### src/rtl/uart_rx.sv
// uart_rx: 8-N-1 UART receiver with 16x oversampling.
// Two-flop synchroniser on rx, start-edge detection, LSB-first data
// capture and stop-bit check. A good byte updates rx_data and produces a
// one-cycle rx_valid; a low stop bit produces a one-cycle rx_ferr instead.
// Optional build macro UART_RX_MAJORITY_EN: every bit decision becomes the
// 2-of-3 majority of rx_s at os_cnt 7, 8 and 9 of a boundary-aligned bit,
// decided on the os_cnt=9 tick.
module uart_rx #(
    parameter int unsigned CLK_HZ  = 50_000_000,
    parameter int unsigned BAUD_HZ = 115_200
) (
    input  logic       clk,
    input  logic       rst,
    input  logic       rx,
    output logic [7:0] rx_data,
    output logic       rx_valid,
    output logic       rx_ferr,
    output logic       rx_busy
);

    // Oversample divider, rounded to the nearest integer.
    localparam int unsigned DIV   = (CLK_HZ + 8 * BAUD_HZ) / (16 * BAUD_HZ);
    localparam int unsigned DIV_W = (DIV > 1) ? $clog2(DIV) : 1;
    localparam logic [DIV_W-1:0] DIV_LAST = DIV_W'(DIV - 1);

    typedef enum logic [1:0] {
        IDLE  = 2'd0,
        START = 2'd1,
        DATA  = 2'd2,
        STOP  = 2'd3
    } state_t;

    state_t           state_q, state_d;
    logic             rxMeta_q, rxS_q, rxSPrev_q;
    logic [DIV_W-1:0] divCnt_q, divCnt_d;
    logic [3:0]       osCnt_q, osCnt_d;
    logic [2:0]       bitIdx_q, bitIdx_d;
    logic [7:0]       shift_q, shift_d;
    logic [7:0]       rxData_q, rxData_d;
    logic             rxValid_q, rxValid_d;
    logic             rxFerr_q, rxFerr_d;
    logic             osTick;
    logic             startEdge;

`ifdef UART_RX_MAJORITY_EN
    logic [1:0]       vote_q, vote_d;
    logic             bitVal;
`endif

    assign osTick    = (state_q != IDLE) && (divCnt_q == DIV_LAST);
    assign startEdge = rxSPrev_q & ~rxS_q;

`ifdef UART_RX_MAJORITY_EN
    assign bitVal = (vote_q[0] & vote_q[1]) | (vote_q[0] & rxS_q) | (vote_q[1] & rxS_q);
`endif

    // Next-state logic: divider, oversample counter, bit capture and strobes.
    always_comb begin
        state_d   = state_q;
        divCnt_d  = divCnt_q;
        osCnt_d   = osCnt_q;
        bitIdx_d  = bitIdx_q;
        shift_d   = shift_q;
        rxData_d  = rxData_q;
        rxValid_d = 1'b0;
        rxFerr_d  = 1'b0;
`ifdef UART_RX_MAJORITY_EN
        vote_d    = vote_q;
`endif

        if (state_q == IDLE || osTick) begin
            divCnt_d = '0;
        end else begin
            divCnt_d = divCnt_q + 1'b1;
        end

        if (osTick) begin
            osCnt_d = osCnt_q + 4'd1;
        end

`ifdef UART_RX_MAJORITY_EN
        if (osTick && osCnt_q == 4'd7) begin
            vote_d[0] = rxS_q;
        end
        if (osTick && osCnt_q == 4'd8) begin
            vote_d[1] = rxS_q;
        end
`endif

        case (state_q)
            IDLE: begin
                osCnt_d = 4'd0;
                if (startEdge) begin
                    state_d = START;
                end
            end
`ifdef UART_RX_MAJORITY_EN
            START: begin
                if (osTick && osCnt_q == 4'd9 && bitVal) begin
                    state_d = IDLE;
                end else if (osTick && osCnt_q == 4'd15) begin
                    bitIdx_d = 3'd0;
                    state_d  = DATA;
                end
            end
            DATA: begin
                if (osTick && osCnt_q == 4'd9) begin
                    shift_d = {bitVal, shift_q[7:1]};
                end
                if (osTick && osCnt_q == 4'd15) begin
                    if (bitIdx_q == 3'd7) begin
                        state_d = STOP;
                    end else begin
                        bitIdx_d = bitIdx_q + 3'd1;
                    end
                end
            end
            STOP: begin
                if (osTick && osCnt_q == 4'd9) begin
                    if (bitVal) begin
                        rxData_d  = shift_q;
                        rxValid_d = 1'b1;
                    end else begin
                        rxFerr_d = 1'b1;
                    end
                    state_d = IDLE;
                end
            end
`else
            START: begin
                if (osTick && osCnt_q == 4'd7) begin
                    if (rxS_q) begin
                        state_d = IDLE;
                    end else begin
                        osCnt_d  = 4'd0;
                        bitIdx_d = 3'd0;
                        state_d  = DATA;
                    end
                end
            end
            DATA: begin
                if (osTick && osCnt_q == 4'd15) begin
                    shift_d = {rxS_q, shift_q[7:1]};
                    if (bitIdx_q == 3'd7) begin
                        state_d = STOP;
                    end else begin
                        bitIdx_d = bitIdx_q + 3'd1;
                    end
                end
            end
            STOP: begin
                if (osTick && osCnt_q == 4'd15) begin
                    if (rxS_q) begin
                        rxData_d  = shift_q;
                        rxValid_d = 1'b1;
                    end else begin
                        rxFerr_d = 1'b1;
                    end
                    state_d = IDLE;
                end
            end
`endif
            default: begin
                state_d = IDLE;
            end
        endcase
    end

    // State register plus synchroniser chain; the line idles high so the
    // synchroniser resets to 1 to avoid a false start edge after reset.
    always_ff @(posedge clk) begin
        if (rst) begin
            rxMeta_q  <= 1'b1;
            rxS_q     <= 1'b1;
            rxSPrev_q <= 1'b1;
            state_q   <= IDLE;
            divCnt_q  <= '0;
            osCnt_q   <= 4'd0;
            bitIdx_q  <= 3'd0;
            shift_q   <= 8'h00;
            rxData_q  <= 8'h00;
            rxValid_q <= 1'b0;
            rxFerr_q  <= 1'b0;
`ifdef UART_RX_MAJORITY_EN
            vote_q    <= 2'b00;
`endif
        end else begin
            rxMeta_q  <= rx;
            rxS_q     <= rxMeta_q;
            rxSPrev_q <= rxS_q;
            state_q   <= state_d;
            divCnt_q  <= divCnt_d;
            osCnt_q   <= osCnt_d;
            bitIdx_q  <= bitIdx_d;
            shift_q   <= shift_d;
            rxData_q  <= rxData_d;
            rxValid_q <= rxValid_d;
            rxFerr_q  <= rxFerr_d;
`ifdef UART_RX_MAJORITY_EN
            vote_q    <= vote_d;
`endif
        end
    end

    assign rx_data  = rxData_q;
    assign rx_valid = rxValid_q;
    assign rx_ferr  = rxFerr_q;
    assign rx_busy  = (state_q != IDLE);

endmodule

### config.mk
export PLATFORM = sky130hd
export DESIGN_NAME = uart_rx
export DESIGN_NICKNAME = d
export VERILOG_FILES = /design/src/rtl/uart_rx.sv
export SDC_FILE = /design/constraint.sdc
export NUM_CORES = 1
export LEC_CHECK = 0
export CORE_ASPECT_RATIO = 1.25
export CORE_MARGIN = 8
export CORE_UTILIZATION = 49
export DETAILED_ROUTE_END_ITERATION = 12
export PLACE_DENSITY_LB_ADDON = 0.3
export SLEW_MARGIN = 20
export SYNTH_ARGS = -nofsm -noshare
export SYNTH_HDL_FRONTEND = slang
export SYNTH_SLANG_ARGS = --single-unit
### constraint.sdc
create_clock -name clk -period 1.6 [get_ports clk]
set_input_delay 0.32 -clock clk [delete_from_list [all_inputs] [get_ports clk]]
set_output_delay 0.32 -clock clk [all_outputs]
set_load 0.05 [all_outputs]
Yosys cells after proc, flatten, opt, wreduce, memory -nomap -nowiden --
Cells that the tools add are included.
Storage, ports and cells: register bits 35, bits of input ports 3, output and inout bits 11, logic and storage cells 63
Operators by class: $add $sub $neg 3, equality and inequality tests 14, muxes and demuxes 18, bitwise gates (word level) 4, reduce and logical (&&, ||, !) cells 13
Operators with widths (number):
- $ne 2x2->1 const B | 7
- $mux 2 | 6
- $mux 3 | 4
- $mux 4 | 3
- $reduce_and 5->1 | 2
- $pmux 2 s4 | 1
- $pmux 4 s2 | 1
- $pmux 3 s2 | 1
- $add 5x1->5 const B | 1
- $eq 5x5->1 const B | 1
- $add 4x1->4 const B | 1
- $eq 2x2->1 const B | 2
- $eq 4x3->1 const B | 1
- $eq 4x4->1 const B | 1
- $reduce_bool 2->1 | 2
- $add 3x1->3 const B | 1
- $eq 3x3->1 const B | 1
- $logic_and 1x1->1 | 3
- $not 1->1 | 3
- $reduce_and 3->1 | 1
- $reduce_or 3->1 | 1
- $eq 2x1->1 const B | 1
- $logic_not 2->1 | 1
- $mux 1 | 2
- 4 further kinds | 4

Longest topological paths before layout --
Gate-level depths: netlist of run 1.
depth in word-level cells 6, mapped depth 7, mapped depth without buffers 6

Least setup slack after synthesis of run 1 --
No wires, ideal clock.
path type register -> register, start point register osCnt_q[0], end point register bitIdx_q[1], library setup time 0.071 ns, arrival 1.672 ns, data required time 1.529 ns, path slack -0.143 ns, stages on the path, launching flop included 6, buffers on the path 0, clock period less this slack 1.743 ns, path through dfxtp_1 -> ha_1 -> nand3_2 -> o32a_1 -> or4b_1 -> a21oi_1
On the way: longest elaborated chain between the ends 4, elaborated cells on any way between the ends 7, classes of those cells eq/ne (4); reduce/logical (3)
Ends and longest elaborated chain:
- from (decl) | line 36 | logic [3:0] osCnt_q, osCnt_d;
- from (signal assigned) | line 193 | osCnt_q <= osCnt_d;
- $eq 4x4->1 or $eq 4x3->1 (tied branches) | line 142, 131
- $logic_and 1x1->1, on equally long branches | line 142, 131
- $ne 2x2->1 (no source line)
- $reduce_and 5->1 (no source line) *
- to (signal assigned) | line 194 | bitIdx_q <= bitIdx_d;
- to (decl) | line 37 | logic [2:0] bitIdx_q, bitIdx_d;
Mark *: on every way between the ends. The rest lies on a longest branch, timed or not. A chain may end at the register's enable or synchronous reset.

Worst setup path in the final report of run 1 --
start point register osCnt_q[1], end point register bitIdx_q[2]
The elaborated chain is that of the path after synthesis.

==> impl_metrics.ini, run 1 <==
[placed_design]
gp_congestion = 0.864
dp_hpwl_mm = 2.13
port_buffers = 13

[logic_synthesis]
ys_ff_latch = 35
postSynthCellCount = 144
synth-seq-area-share_pct = 48.7
synth_area_sq_um = 1440
yosysUniqueCellTypes = 31
synth_fp_nets = 152
avgSynthCellArea_sq_um = 9.99
ys_warn_count = 0

[timing]
setup_ws_ps = -153
worstMarginPinSlew_ps = 298
final-max-slew-violation-count = 0
setup_viol = 11
finalCriticalPeriod_ps = 1750
hold_violations = 0
period_share_pct = 110
max_freq_ghz = 0.570
skew_ps = 10.1
rsz0062_at_grt = yes
fin_tns_setup_ps = -1030
slew_headroom_pct = 80.0

[die]
die_x_microns = 64.5
num_io_pins = 14
die_area_sq_um = 4940
core_area_sq_um = 2860
die_h_microns = 76.6
num_rows = 22
start_util_pct = 50.3

[global_routing]
globalRouteMet1Util_pct = 12.7
busiest_layer = met2
use_met3_pct = 5.74
grt_max_degree = 20
track_usage_pct = 13.3
grt_pass1_vias = 1156
grt_antenna_before_repair = 0
grt_pass1_wl_mm = 5.17
grt-ovfl-total = 0
use_met2_pct = 23.3

[flow_run]
max_cap_viol_count = 0

[setup_path]
worstPathRequired_ps = 1870
arrival_ps = 2030
r2r_slack_ps = -150
crit_type = flip-flop to flip-flop
endpoint_kind = flip-flop
timing.rr.end = bitIdx_q[2]$_SDFFE_PP0P_
crit_chain = ha_4 > nand3_4 > o32a_1 > or4b_4 > a21oi_2
r2r-start = osCnt_q[1]$_SDFF_PP0_
start_kind = flip-flop
path_max_fanout = 6
reg2reg_depth = 5
crit_slowest_cell = or4b_4
critical_path.max_stage_delay_ps = 550

[power]
power_w = 0.00142
p_per_area_nw_per_um2 = 737
ir_drop_mv = 0.667
p_leak_nw = 0.775

[final_layout]
nets = 190
area_growth_pct = 34.1
diodes = 0
final_cell_mix = dfxtp_1 (30), nor2_1 (29), buf_4 (29), mux2i_1 (15)
final_common_cell = dfxtp_1
drive_gt1_share_pct = 36.3

[detailed_routing]
drtIter0Drc = 50
wl_per_cell_microns = 14.4
drc_errors = 0
drt_first_pass_iters = 4
via_per_inst = 5.19
routed_wirelength_mm = 3.15
antenna_left = 0
vias = 1131

[status]
violations = negative setup slack
status = finished with violations

[min_path]
min-delay-start = rxMeta_q$_SDFF_PP1_
whs_endpoint = rxS_q$_SDFF_PP1_
hold-path-cell-count = 1
hold_class = flip-flop to flip-flop

[clock_tree]
h-tree-depth = 2
cts_tree = yes
clkLatencyLatePin_ps = 340
root_buffer = clkbuf_4
cts_num_sinks = 35
ctsLongestPathBuffers = 2
cts-buffers-inserted = 5
clk_pin_slew_ps = 100
-- worst max-delay path: cells and delay by family, from the launching register on --
kind                     cells  cell delay, ps
AO/OA/AOI/OAI                2             540
adder cells (fa/ha/maj)      1             160
flip-flops                   1             360
AND/OR/NAND/NOR              2             620
-- logic make-up (layout without fill, tap and decap cells) --
| family | count (synthesis) | in the layout | share of synthesized area, % |
|---|---|---|---|
| AOI/OAI and AO/OA | 13 | 13 | 5.30 |
| xor gates and xnor gates | 7 | 7 | 4.26 |
| adders and majority gates | 5 | 5 | 4.35 |
| buffers and inverters | 9 | 46 | 2.61 |
| DFF | 35 | 35 | 48.7 |
| muxes | 16 | 16 | 11.1 |
| and+or+nand+nor | 59 | 60 | 23.7 |
-- layer usage --
layer | vias up | part of all wire [%]
li1 | 576 | -
met1 | 535 | 42
met2 | 14 | 51
met5 | - | 0
met3 | 6 | 4.3
met4 | 0 | 2.1
-- layout make-up --
class | instances | area (sq um)
Clock inverter | 1 | 5.00
Inverter | 4 | 15.0
Fill cell | 246 | 933
Timing Repair Buffer | 35 | 300
Sequential cell | 35 | 707
Tap cell | 36 | 45.0
Clock buffer | 6 | 51.3
Multi-Input combinational cell | 101 | 806
-- cells in the mapped netlist --
library cell,instances,share of area [%]
a21o_1,1,0.52
mux2i_1,16,11
ha_1,5,4.3
or4b_1,2,1.4
nand4b_4,1,1.7
or3_2,1,0.52
nand3_2,1,0.70
nand4bb_1,1,0.78
nand2_1,2,0.52
nor3_2,1,0.70
a221oi_1,1,0.61
xor2_1,4,2.4
o32a_1,1,0.70
or3_1,1,0.44
o21ai_0,5,1.7
nand3_1,5,1.7
nor2_1,30,7.8
nand2b_2,1,0.61
nor4_4,1,1.5
or2b_1,1,0.52
inv_1,4,1.0
dfxtp_1,35,49
buf_4,1,0.52
or4_1,1,0.52
nor3_1,4,1.4
clkbuf_1,4,1.0
or2_2,3,1.3
a21oi_1,5,1.7
nor4_1,2,0.87
and4b_1,1,0.70
xnor2_1,3,1.8
-- state kept, by name, indices dropped and copies added (netlist names), named ones only --
register,flops
rx_ferr,1
rxSPrev_q,1
bitIdx_q,3
osCnt_q,4
rxMeta_q,1
divCnt_q,5
rxS_q,1
rx_valid,1
state_q,1
rx_data,8
shift_q,8
-- through the flow --
stage | std cells | setup WS, ps | utilization, % | hold WS (ps) | instance area, sq um
after global placement | 206 | -112 | 61.0 | 391 | 1750
after floorplan | 144 | -86.7 | - | 389 | 1460
after detailed placement | 206 | -193 | 61.0 | 403 | 1750
final | 218 | -153 | 67.4 | 423 | 1930
after global routing | 218 | -206 | 67.4 | 448 | 1930
after CTS | 214 | -190 | 64.6 | 428 | 1850
-- worst max path at each step --
stage          slack, ps                      from                  endpoint
2_1_floorplan        -90     osCnt_q[0]$_SDFF_PP0_  bitIdx_q[2]$_SDFFE_PP0P_
3_3_place_gp        -110  bitIdx_q[0]$_SDFFE_PP0P_  bitIdx_q[1]$_SDFFE_PP0P_
3_5_place_dp        -190  bitIdx_q[0]$_SDFFE_PP0P_  bitIdx_q[2]$_SDFFE_PP0P_
4_1_cts             -190  bitIdx_q[1]$_SDFFE_PP0P_  bitIdx_q[2]$_SDFFE_PP0P_
5_1_grt             -210     osCnt_q[1]$_SDFF_PP0_  bitIdx_q[2]$_SDFFE_PP0P_
6_report            -150     osCnt_q[1]$_SDFF_PP0_  bitIdx_q[2]$_SDFFE_PP0P_
-- what timing repair did --
| action | in CTS | in global routing |
|---|---|---|
| hold endpoints to repair | 0 | 0 |
| setup buffers | 1 | 3 |
| gates resized for setup | 10 | 11 |
| pin swaps | 7 | 8 |
| cloned | 0 | 1 |
| endpoints found under the setup margin | 5 | 26 |
| hold buffers | 0 | 0 |
-- power breakdown --
| group | leakage [nW] | switching, W | internal, W |
|---|---|---|---|
| logic | 0.456 | 0.0000320 | 0.0000274 |
| clock network | 0.0341 | 0.000281 | 0.000203 |
| registers | 0.285 | 0.00000268 | 0.000876 |
| total | 0.775 | 0.000316 | 0.00111 |
Power figures use the tool's default switching activity.
==> run 2: changes to the inputs <==
- PLACE_DENSITY: default -> 0.82
- PLACE_DENSITY_LB_ADDON: 0.3 -> default
==> run 2 against run 1 <==
  * The flow still finishes with violations (negative setup slack)
  * Flip-flop and latch count did not move
  * Largest cell class unchanged
  * Utilization fell by 0.39 points
  * Critical path depth did not move
  * Die area did not move
  * Sequential power barely moved
  * Hold slack improved by 12 ps
  * Clock skew rose by 4.1 ps
  * Highest routed layer unchanged
  * Clock-buffer cell count did not move
  * Final cell count did not move
==> impl_metrics.ini, run 2 (synthesized netlist as in run 1, its figures left out) <==
[clock_tree]
root_buffer = clkbuf_4
cts_num_sinks = 35
clkLatencyLatePin_ps = 350
cts-buffers-inserted = 5
ctsLongestPathBuffers = 2
h-tree-depth = 2
clk_pin_slew_ps = 100
cts_tree = yes

[power]
combPwrFrac_pct = 4.1
seq_power_share_pct = 61.8
ir_drop_mv = 0.758
switching_share_pct = 22.2
p_per_area_nw_per_um2 = 742
p_leak_nw = 0.759
clkPwrFrac_pct = 34.1
internal_power_w = 0.00111
total_switching_power_w = 0.000316

[final_layout]
fillers = 246
diodes = 0
final_cell_mix = buf_4 (30), nor2_1 (29), dfxtp_1 (28), mux2i_1 (16), dfxtp_2 (7)
area_growth_pct = 33.3
nets = 190
fin_cells = 218
fin_util_pct = 67.0
drive_gt1_share_pct = 37.4
final_common_cell = buf_4

[timing]
worstMarginPinSlew_ps = 286
max_freq_ghz = 0.577
finalCriticalPeriod_ps = 1730
setup_ws_ps = -134
setup_viol = 3
period_share_pct = 108
rsz0062_at_grt = yes
hold_violations = 0
whs_ps = 435
final-max-slew-violation-count = 0
skew_ps = 14.2
slew_headroom_pct = 80.9

[die]
start_util_pct = 50.3
num_io_pins = 14
die_x_microns = 64.5
num_rows = 22
die_area_sq_um = 4940
die_h_microns = 76.6
core_area_sq_um = 2860

[setup_path]
worstPathRequired_ps = 1880
endpoint_kind = flip-flop
timing.rr.end = bitIdx_q[2]$_SDFFE_PP0P_
start_kind = flip-flop
path_max_fanout = 5
r2r_slack_ps = -130
arrival_ps = 2010
crit_path_end = bitIdx_q[2]$_SDFFE_PP0P_
reg2reg_depth = 5
r2r-start = osCnt_q[1]$_SDFF_PP0_
critPathLaunch = osCnt_q[1]$_SDFF_PP0_
crit_type = flip-flop to flip-flop

[placed_design]
dp_hpwl_mm = 2.10
dp.cells = 208
gp_congestion = 0.792
port_buffers = 13

[global_routing]
busiest_layer = met2
grt_antenna_before_repair = 0
track_usage_pct = 13.4
use_met2_pct = 24.0
grt-ovfl-total = 0
grt_max_degree = 17
globalRouteMet1Util_pct = 12.0
grt_pass1_wl_mm = 5.15
use_met3_pct = 4.26
grt_pass1_vias = 1176

[detailed_routing]
vias = 1161
wl_per_cell_microns = 14.1
drc_errors = 0
drtIter0Drc = 33
drt_first_pass_iters = 4
via_per_inst = 5.33
routed_wirelength_mm = 3.07
antenna_left = 0

[min_path]
hold_class = flip-flop to flip-flop

[status]
status = finished with violations
violations = negative setup slack

[flow_run]
max_cap_viol_count = 0
==> run 2: power groups by stage <==
| stage | Sequential (W) | Clock, W | Combinational (W) |
|---|---|---|---|
| 3_5_place_dp | 0.000899 | 0 | 0.0000524 |
| 4_1_cts | 0.000879 | 0.000494 | 0.0000545 |
| 5_1_grt | 0.000880 | 0.000543 | 0.0000631 |
| 3_3_place_gp | 0.000899 | 0 | 0.0000506 |
| 2_1_floorplan | 0.000899 | 0 | 0.0000278 |
| 6_report | 0.000879 | 0.000485 | 0.0000581 |
==> run 2: worst max-delay path, stage by stage, from the launching register on <==
cell and delay [ps]:
dfxtp_2 370, ha_4 160, nand3_4 70, o32a_1 400, or4b_4 540, a21oi_2 130
==> run 2: timing repair <==
item                       CTS  global route
gates cloned                 1             0
hold buffers                 0             0
buffers inserted             1             1
gates resized for setup     11            11
setup endpoints to repair   11            24
pin swaps                    8             5
==> run 2: layout make-up <==
type | instances | area [sq um] | area share (%)
Inverter | 4 | 15.0 | 0.783
Multi-Input combinational cell | 101 | 805 | 41.9
Sequential cell | 35 | 709 | 37.0
Clock buffer | 6 | 51.3 | 2.67
Timing Repair Buffer | 35 | 288 | 15.0
Tap cell | 36 | 45.0 | 2.35
Clock inverter | 1 | 5.00 | 0.261
==> run 2: layer usage <==
layer  wire (microns)  vias to the layer above
met3              144                       10
met1             1180                      546
li1                 -                      580
met2             1640                       25
met4               99                        0
met5                0                        -
==> run 2: through the flow <==
step / area [sq um] / setup slack [ps] / TNS [ps] / power (W)
final: 1920 / -134 / -303 / 0.00142
after global routing: 1920 / -191 / -482 / 0.00149
after CTS: 1870 / -173 / -374 / 0.00143
after detailed placement: 1750 / -191 / -469 / 0.000951
after global placement: 1750 / -102 / -213 / 0.000949
after floorplan: 1460 / -86.7 / -814 / 0.000927
==> run 2: worst min-delay path by stage <==
stage,endpoint,start,cells past startpoint,slack [ps]
floorplan,rxS_q$_SDFF_PP1_,rxMeta_q$_SDFF_PP1_,1,390
global placement,rxS_q$_SDFF_PP1_,rxMeta_q$_SDFF_PP1_,1,400
detailed placement,rxS_q$_SDFF_PP1_,rxMeta_q$_SDFF_PP1_,1,410
CTS,rxS_q$_SDFF_PP1_,rxMeta_q$_SDFF_PP1_,1,440
global route,rxS_q$_SDFF_PP1_,rxMeta_q$_SDFF_PP1_,1,460
finish,rxS_q$_SDFF_PP1_,rxMeta_q$_SDFF_PP1_,1,430
